--- src/rtl/regfile_port_arbiter_if.sv ---
// Requester-side bus of the register-file port arbiter: request/grant handshake
// plus the tagged read-return channel.
interface regfile_port_arbiter_if #(
   parameter int NREQ = 4,
   parameter int DW   = 16,
   parameter int AW   = 3,
   parameter int IDW  = 2
);
   logic [NREQ-1:0]    req;
   logic [NREQ-1:0]    wr;
   logic [NREQ*AW-1:0] addr;
   logic [NREQ*DW-1:0] wdata;
   logic [NREQ-1:0]    gnt;
   logic [DW-1:0]      rdata;
   logic               rvalid;
   logic [IDW-1:0]     rid;

   modport master (output req, wr, addr, wdata, input gnt, rdata, rvalid, rid);
   modport slave  (input req, wr, addr, wdata, output gnt, rdata, rvalid, rid);
endinterface

--- src/rtl/regfile_port_arbiter.sv ---
// Round-robin arbiter sharing an 8x16 register file between requesters:
// drives the read-mux select and load enables, and returns tagged read data.
module regfile_port_arbiter #(
   parameter int NREQ = 4,
   parameter int DW   = 16,
   parameter int AW   = 3,
   parameter int IDW  = 2
) (
   input  logic                  clk,
   input  logic                  rst_n,
   regfile_port_arbiter_if.slave bus,
   input  logic [DW-1:0]         y,
   output logic [AW-1:0]         s,
   output logic [(2**AW)-1:0]    we,
   output logic [DW-1:0]         din
);
   localparam int NREG = 2**AW;

   logic [IDW-1:0] ptr;
   logic [IDW-1:0] win;
   logic [IDW-1:0] idx;
   logic           found;
   logic [NREQ-1:0] elig;
   logic [AW-1:0]  win_addr;
   logic [DW-1:0]  win_wdata;
   logic           rd_pend;
   logic [IDW-1:0] rd_id;

   // The requester granted this cycle is masked so a held request is never
   // granted on two consecutive cycles.
   assign elig = bus.req & ~bus.gnt;

   always_comb begin
      win   = '0;
      idx   = '0;
      found = 1'b0;
      for (int k = 0; k < NREQ; k++) begin
         idx = ptr + IDW'(k);
         if (!found && elig[idx]) begin
            win   = idx;
            found = 1'b1;
         end
      end
   end

   assign win_addr  = bus.addr[win*AW +: AW];
   assign win_wdata = bus.wdata[win*DW +: DW];

   always_ff @(posedge clk) begin
      if (!rst_n) begin
         bus.gnt    <= '0;
         s          <= '0;
         we         <= '0;
         din        <= '0;
         bus.rdata  <= '0;
         bus.rvalid <= 1'b0;
         bus.rid    <= '0;
         ptr        <= '0;
         rd_pend    <= 1'b0;
         rd_id      <= '0;
      end else begin
         if (found) begin
            bus.gnt <= NREQ'(1) << win;
            s       <= win_addr;
            if (bus.wr[win]) begin
               we  <= NREG'(1) << win_addr;
               din <= win_wdata;
            end else begin
               we  <= '0;
            end
            ptr     <= win + IDW'(1);
            rd_pend <= ~bus.wr[win];
            rd_id   <= win;
         end else begin
            bus.gnt <= '0;
            we      <= '0;
            rd_pend <= 1'b0;
         end

         // Read capture happens one edge after the grant, once the mux has settled
         // on the new select (and any write from the prior cycle has landed).
         if (rd_pend) begin
            bus.rdata  <= y;
            bus.rid    <= rd_id;
            bus.rvalid <= 1'b1;
         end else begin
            bus.rvalid <= 1'b0;
         end
      end
   end
endmodule
--- src/flat_wrapper.sv ---
// flat-port wrapper written by rule: the top's interface ports become plain ports
module regfile_port_arbiter_flat 
#(
   parameter int NREQ = 4,
   parameter int DW   = 16,
   parameter int AW   = 3,
   parameter int IDW  = 2
)
  (clk, rst_n, y, s, we, din, bus_req, bus_wr, bus_addr, bus_wdata, bus_gnt, bus_rdata, bus_rvalid, bus_rid);
  regfile_port_arbiter_if #(.NREQ(NREQ), .DW(DW), .AW(AW), .IDW(IDW)) bus_i ();
  input  logic clk;
  input  logic rst_n;
  input  logic [DW-1:0] y;
  output logic [AW-1:0] s;
  output logic [(2**AW)-1:0] we;
  output logic [DW-1:0] din;
  input wire logic [$bits(bus_i.req)-1:0] bus_req;
  input wire logic [$bits(bus_i.wr)-1:0] bus_wr;
  input wire logic [$bits(bus_i.addr)-1:0] bus_addr;
  input wire logic [$bits(bus_i.wdata)-1:0] bus_wdata;
  output wire logic [$bits(bus_i.gnt)-1:0] bus_gnt;
  output wire logic [$bits(bus_i.rdata)-1:0] bus_rdata;
  output wire logic [$bits(bus_i.rvalid)-1:0] bus_rvalid;
  output wire logic [$bits(bus_i.rid)-1:0] bus_rid;
  assign bus_i.req = bus_req;
  assign bus_i.wr = bus_wr;
  assign bus_i.addr = bus_addr;
  assign bus_i.wdata = bus_wdata;
  assign bus_gnt = bus_i.gnt;
  assign bus_rdata = bus_i.rdata;
  assign bus_rvalid = bus_i.rvalid;
  assign bus_rid = bus_i.rid;
  regfile_port_arbiter #(.NREQ(NREQ), .DW(DW), .AW(AW), .IDW(IDW)) u_core (.clk(clk), .rst_n(rst_n), .bus(bus_i), .y(y), .s(s), .we(we), .din(din));
endmodule
--- config.mk ---
export PLATFORM = sky130hd
export DESIGN_NAME = regfile_port_arbiter_flat
export DESIGN_NICKNAME = d
export VERILOG_FILES = /design/src/rtl/regfile_port_arbiter_if.sv /design/src/rtl/regfile_port_arbiter.sv /design/src/flat_wrapper.sv
export SDC_FILE = /design/constraint.sdc
export NUM_CORES = 1
export LEC_CHECK = 0
export CORE_MARGIN = 4
export CORE_UTILIZATION = 42
export CTS_CLUSTER_SIZE = 16
export DETAILED_ROUTE_END_ITERATION = 12
export GPL_TIMING_DRIVEN = 1
export PLACE_DENSITY = 0.95
export SKIP_LAST_GASP = 1
export SLEW_MARGIN = 20
export SYNTH_ARGS = -nofsm -noshare
export SYNTH_HDL_FRONTEND = slang
export SYNTH_SLANG_ARGS = --single-unit
--- constraint.sdc ---
create_clock -name clk -period 4 [get_ports clk]
set_input_delay 0.6 -clock clk [delete_from_list [all_inputs] [get_ports clk]]
set_output_delay 0.6 -clock clk [all_outputs]
set_load 0.01 [all_outputs]
==> summary by stage <==
Run status
The run finished with clean final reports.

Yosys
The synthesized netlist contains 44 unique library cells. Summing the areas of all xor and xnor instances in the mapped netlist gives less than 1% of the synthesized area. The Yosys step of the flow raised 0 warnings. The flip-flop and latch count after synthesis is 55.

For this run, the leading register cell type out of synthesis is dfxtp_1. Of all flip-flops after synthesis, the portion carrying an async set or reset was 0%. The synthesized instance count is ~310. The synthesized netlist devotes 18.1% of its cell area to compound gates. The adder and majority cell fraction of the synthesized area is 0%.

The number of nets handed over by synthesis was 416. The sequential fraction of the synthesis area is between 40% and 50%. The average instance in the mapped netlist occupies 8.70 um^2. The cell area after synthesis is between 2000 and 3000 um^2.

The combinational family with the most area after synthesis is simple AND/OR/NAND/NOR gates. The number of enable flip-flop cells after synthesis is 0. Multiplexer cells account for 15.8% of the synthesized area. The simple logic cell fraction of the synthesized area is 20.8%.

Routing
The first detailed-routing pass took 4 iterations. For this block, the routed nets add up to 8950 um of wire. Dividing the detail-routed via count by the number of cells gives ~5.4. The violation count after the first detailed-route iteration is 151. The DRC violation count after routing is 0. The via count is 2902. In this run the remaining antenna-violating nets after routing total 0. Dividing the detail-routed wire length by the instance count gives 16.8 um.

Layout
The count of inserted antenna diode cells is 0. For this run, the post-layout net count is ~560. The post-route netlist has 5.48% of its cells at a drive strength greater than 1. Compared with the post-synthesis result, the final layout area differs by 59.7%. The filler cells instantiated in the layout total 498. For this run, the number of standard cells in the final layout without fillers is 533.

Clock tree
The maximum buffer depth of the clock tree is 2. The cell sitting at the root of the clock tree is a clkbuf_8. The clock tree synthesis step divided the H-tree into 2 levels. The TritonCTS clock tree is yes. The number of gates resized after CTS was 0. CTS saw 55 sinks. The clock transition time at the flip-flop clock pins of the worst setup and hold paths is roughly 0.11 ns. The clock latency reported for the late side of the worst-skew pair is 0.31 ns. Buffers added to address setup during post-CTS repair amount to 0.

The number of clock buffers added by TritonCTS is 5. The hold buffer count at CTS is 0.

GRT
The initial antenna violation count is 0. The first global-routing pass estimated around 14000 um of wire. The number of global-route vias before repair was about 2900. Global routing used between 20% and 30% of the available tracks. The total global routing overflow is 0. Entering global routing, the biggest net connects 40 pins.

Floorplan
The floorplan step set the die height to approximately 89 um. The overall die width is 88.7 um. The standard-cell row count is 29. After floorplanning, the core was sized to cover 6350 um^2. The initial utilization of the core area, before any placement, comes to 43.0%. The total I/O pin count is 152. The floorplan step defined a die boundary enclosing 7860 um^2.

Timing
Setup violations remaining at the end of the flow were counted as 0. The minimum clock period is 2.76 ns. Setup repair after global routing left no endpoint under its margin.

Across all hold checks on the routed design, the worst slack comes to 0.463 ns. The fraction of the cycle the final worst path needs is 69.1%. At the pin with the least slew margin, the transition time is 1.05 ns. The fmax is around 360 MHz. The sum of negative setup slack is 0 ns. Headroom to the max-slew limit came out at 29.8%. The hold violation count in the final report is 0.

Across the routed clock network, the largest skew measured is 0.00733 ns. The final number of max-transition violations is 0.

Place
Port buffering added 151 buffers. Once detailed placement completed, the half-perimeter wirelength came to 6890 um. Once placement completed, the tool counted placed cells totaling 525.

At the end of routability-driven placement, the weighted congestion stood at between 0.8 and 0.9.

Worst setup path
The critical path is of the in -> reg type. Traced cell by cell, the critical path runs through clkdlybuf4s50_1 -> nor2b_1 -> a311oi_2 -> nor2_4 -> buf_4 -> a21oi_1 -> a221o_1 -> mux2i_1. At the worst endpoint, the arrival time is ~3.0 ns. The critical path starts at bus_req[2]. Following the worst setup path forward leads to its endpoint at u_core.din[15]$_SDFFE_PN0P_. The slowest cell on the critical path is nor2_4.

The startpoint of the worst-slack reg-to-reg timing path is u_core.ptr[1]$_SDFFE_PN0N_. The required arrival time at the worst endpoint is 4.25 ns. The peak fanout along the critical path is 31. The sort of element at the start of the critical path is an input port.

The peak per-stage delay on the critical path is just over 0.6 ns. In this run the critical register-to-register path is captured at u_core.din[15]$_SDFFE_PN0P_. Measured in cells, the most critical reg-to-reg path has a length of 7. The worst setup slack for register-to-register paths is 1.59 ns. STA classifies the critical path endpoint as a flop.

Worst hold path
The path category of the worst min-delay check is reg -> reg.

Pwr
The peak ir drop on the vdd network is 0.376 mV. The total leakage power is 0.00172 uW. In this run the power density over the cells is 617 nW/um^2.

Run
The tool flagged a number of max-cap violations equal to 0.
[synthesized netlist by cell type (2+ instances only)]
cell,instances,area (um^2)
a211oi_1,2,15.0
a21oi_1,37,185
a221o_1,16,160
a22oi_1,2,15.0
and2_1,4,25.0
buf_2,3,15.0
buf_4,3,22.5
buf_6,3,33.8
clkbuf_1,12,45.0
dfxtp_1,55,1100
inv_1,2,7.51
mux2_2,2,22.5
mux2i_1,41,410
nand2_1,52,195
nand2b_1,2,12.5
nand3_1,10,50.1
nor2_1,28,105
nor2b_1,4,25.0
nor3_1,4,20.0
nor4_1,3,18.8
o21ai_0,4,20.0
o21ai_1,3,15.0
[worst min-delay path by stage]
stage / slack (ns) / depth (start not counted) / startpoint / endpoint
2_1_floorplan: 0.46 / 2 / u_core.rd_id[0]$_SDFFE_PN0N_ / u_core.rd_id[0]$_SDFFE_PN0N_
3_3_place_gp: 0.44 / 2 / u_core.din[11]$_SDFFE_PN0P_ / u_core.din[11]$_SDFFE_PN0P_
3_5_place_dp: 0.45 / 2 / u_core.din[1]$_SDFFE_PN0P_ / u_core.din[1]$_SDFFE_PN0P_
4_1_cts: 0.47 / 2 / u_core.din[1]$_SDFFE_PN0P_ / u_core.din[1]$_SDFFE_PN0P_
5_1_grt: 0.50 / 2 / u_core.din[8]$_SDFFE_PN0P_ / u_core.din[8]$_SDFFE_PN0P_
6_report: 0.46 / 2 / u_core.din[5]$_SDFFE_PN0P_ / u_core.din[5]$_SDFFE_PN0P_
[placed cells by master, fill, tap and decap left out, types with 2 or more instances in the layout]
cell and n:
clkdlybuf4s50_1 151, dfxtp_1 55, nand2b_1 2, inv_6 2, a211oi_1 2, o21ai_1 3, buf_4 5, nor3_1 4
nand2_1 52, o21ai_0 4, clkbuf_8 5, mux2i_1 41, nor2_1 27, nor2b_1 4, a221o_1 16, nor4_1 3
a21oi_1 37, nand3_1 10, and2_1 4, a22oi_1 2, mux2_2 2
[metal layers]
metal	wire, um	GRT usage, %
met1	3440	26.5
met3	594	3.35
met4	170	5.63
met2	4740	40.8
met5	0	0
[metrics by stage]
step | power, uW | setup slack [ns] | utilization, % | instance area (um^2)
global placement | 2300 | 1.08 | 67.1 | 4260
CTS | 2700 | 1.26 | 68.7 | 4360
detailed placement | 2360 | 0.942 | 67.1 | 4260
finish | 2690 | 1.24 | 68.7 | 4360
global route | 2880 | 1.02 | 68.7 | 4360
floorplan | 1790 | 1.89 | - | 2730
[critical path: cells and delay by family]
kind	cells	cell delay (ns)
mux	1	0.13
buf+inv	2	0.82
simple gates	2	0.83
compound gates	3	0.61
[flip-flops by register name, summed over array words and instances (netlist names)]
register           count
u_core.bus.rvalid      1
u_core.bus.rid         2
u_core.bus.rdata      16
u_core.rd_id           2
u_core.s               3
u_core.rd_pend         1
u_core.bus.gnt         4
u_core.din            16
u_core.ptr             2
u_core.we              8
[report_power, final]
| group | switching [uW] | internal, uW | leakage, uW |
|---|---|---|---|
| sequential | 140 | 720 | 0.000451 |
| clock | 201 | 133 | 0.0000519 |
| combinational | 749 | 748 | 0.00122 |
| total | 1090 | 1600 | 0.00172 |
[cell families (layout without fill, tap and decap cells)]
family	Yosys count	after routing
buffers and inverters	24	166
AOI/OAI and AO/OA	73	73
and+or+nand+nor	118	118
muxes	43	43
xor gates and xnor gates	1	1
DFF	55	55
[final cells by class]
class | instances | area [um^2] | area share, %
clock buffers | 5 | 68.8 | 1.58
clock inverters | 3 | 33.8 | 0.774
inverters | 2 | 7.51 | 0.172
multi-input cells | 235 | 1510 | 34.5
flip-flops and latches | 55 | 1100 | 25.2
well taps | 77 | 96.3 | 2.21
repair buffers | 156 | 1550 | 35.5
Note: power is estimated with default switching activity, not from simulation.
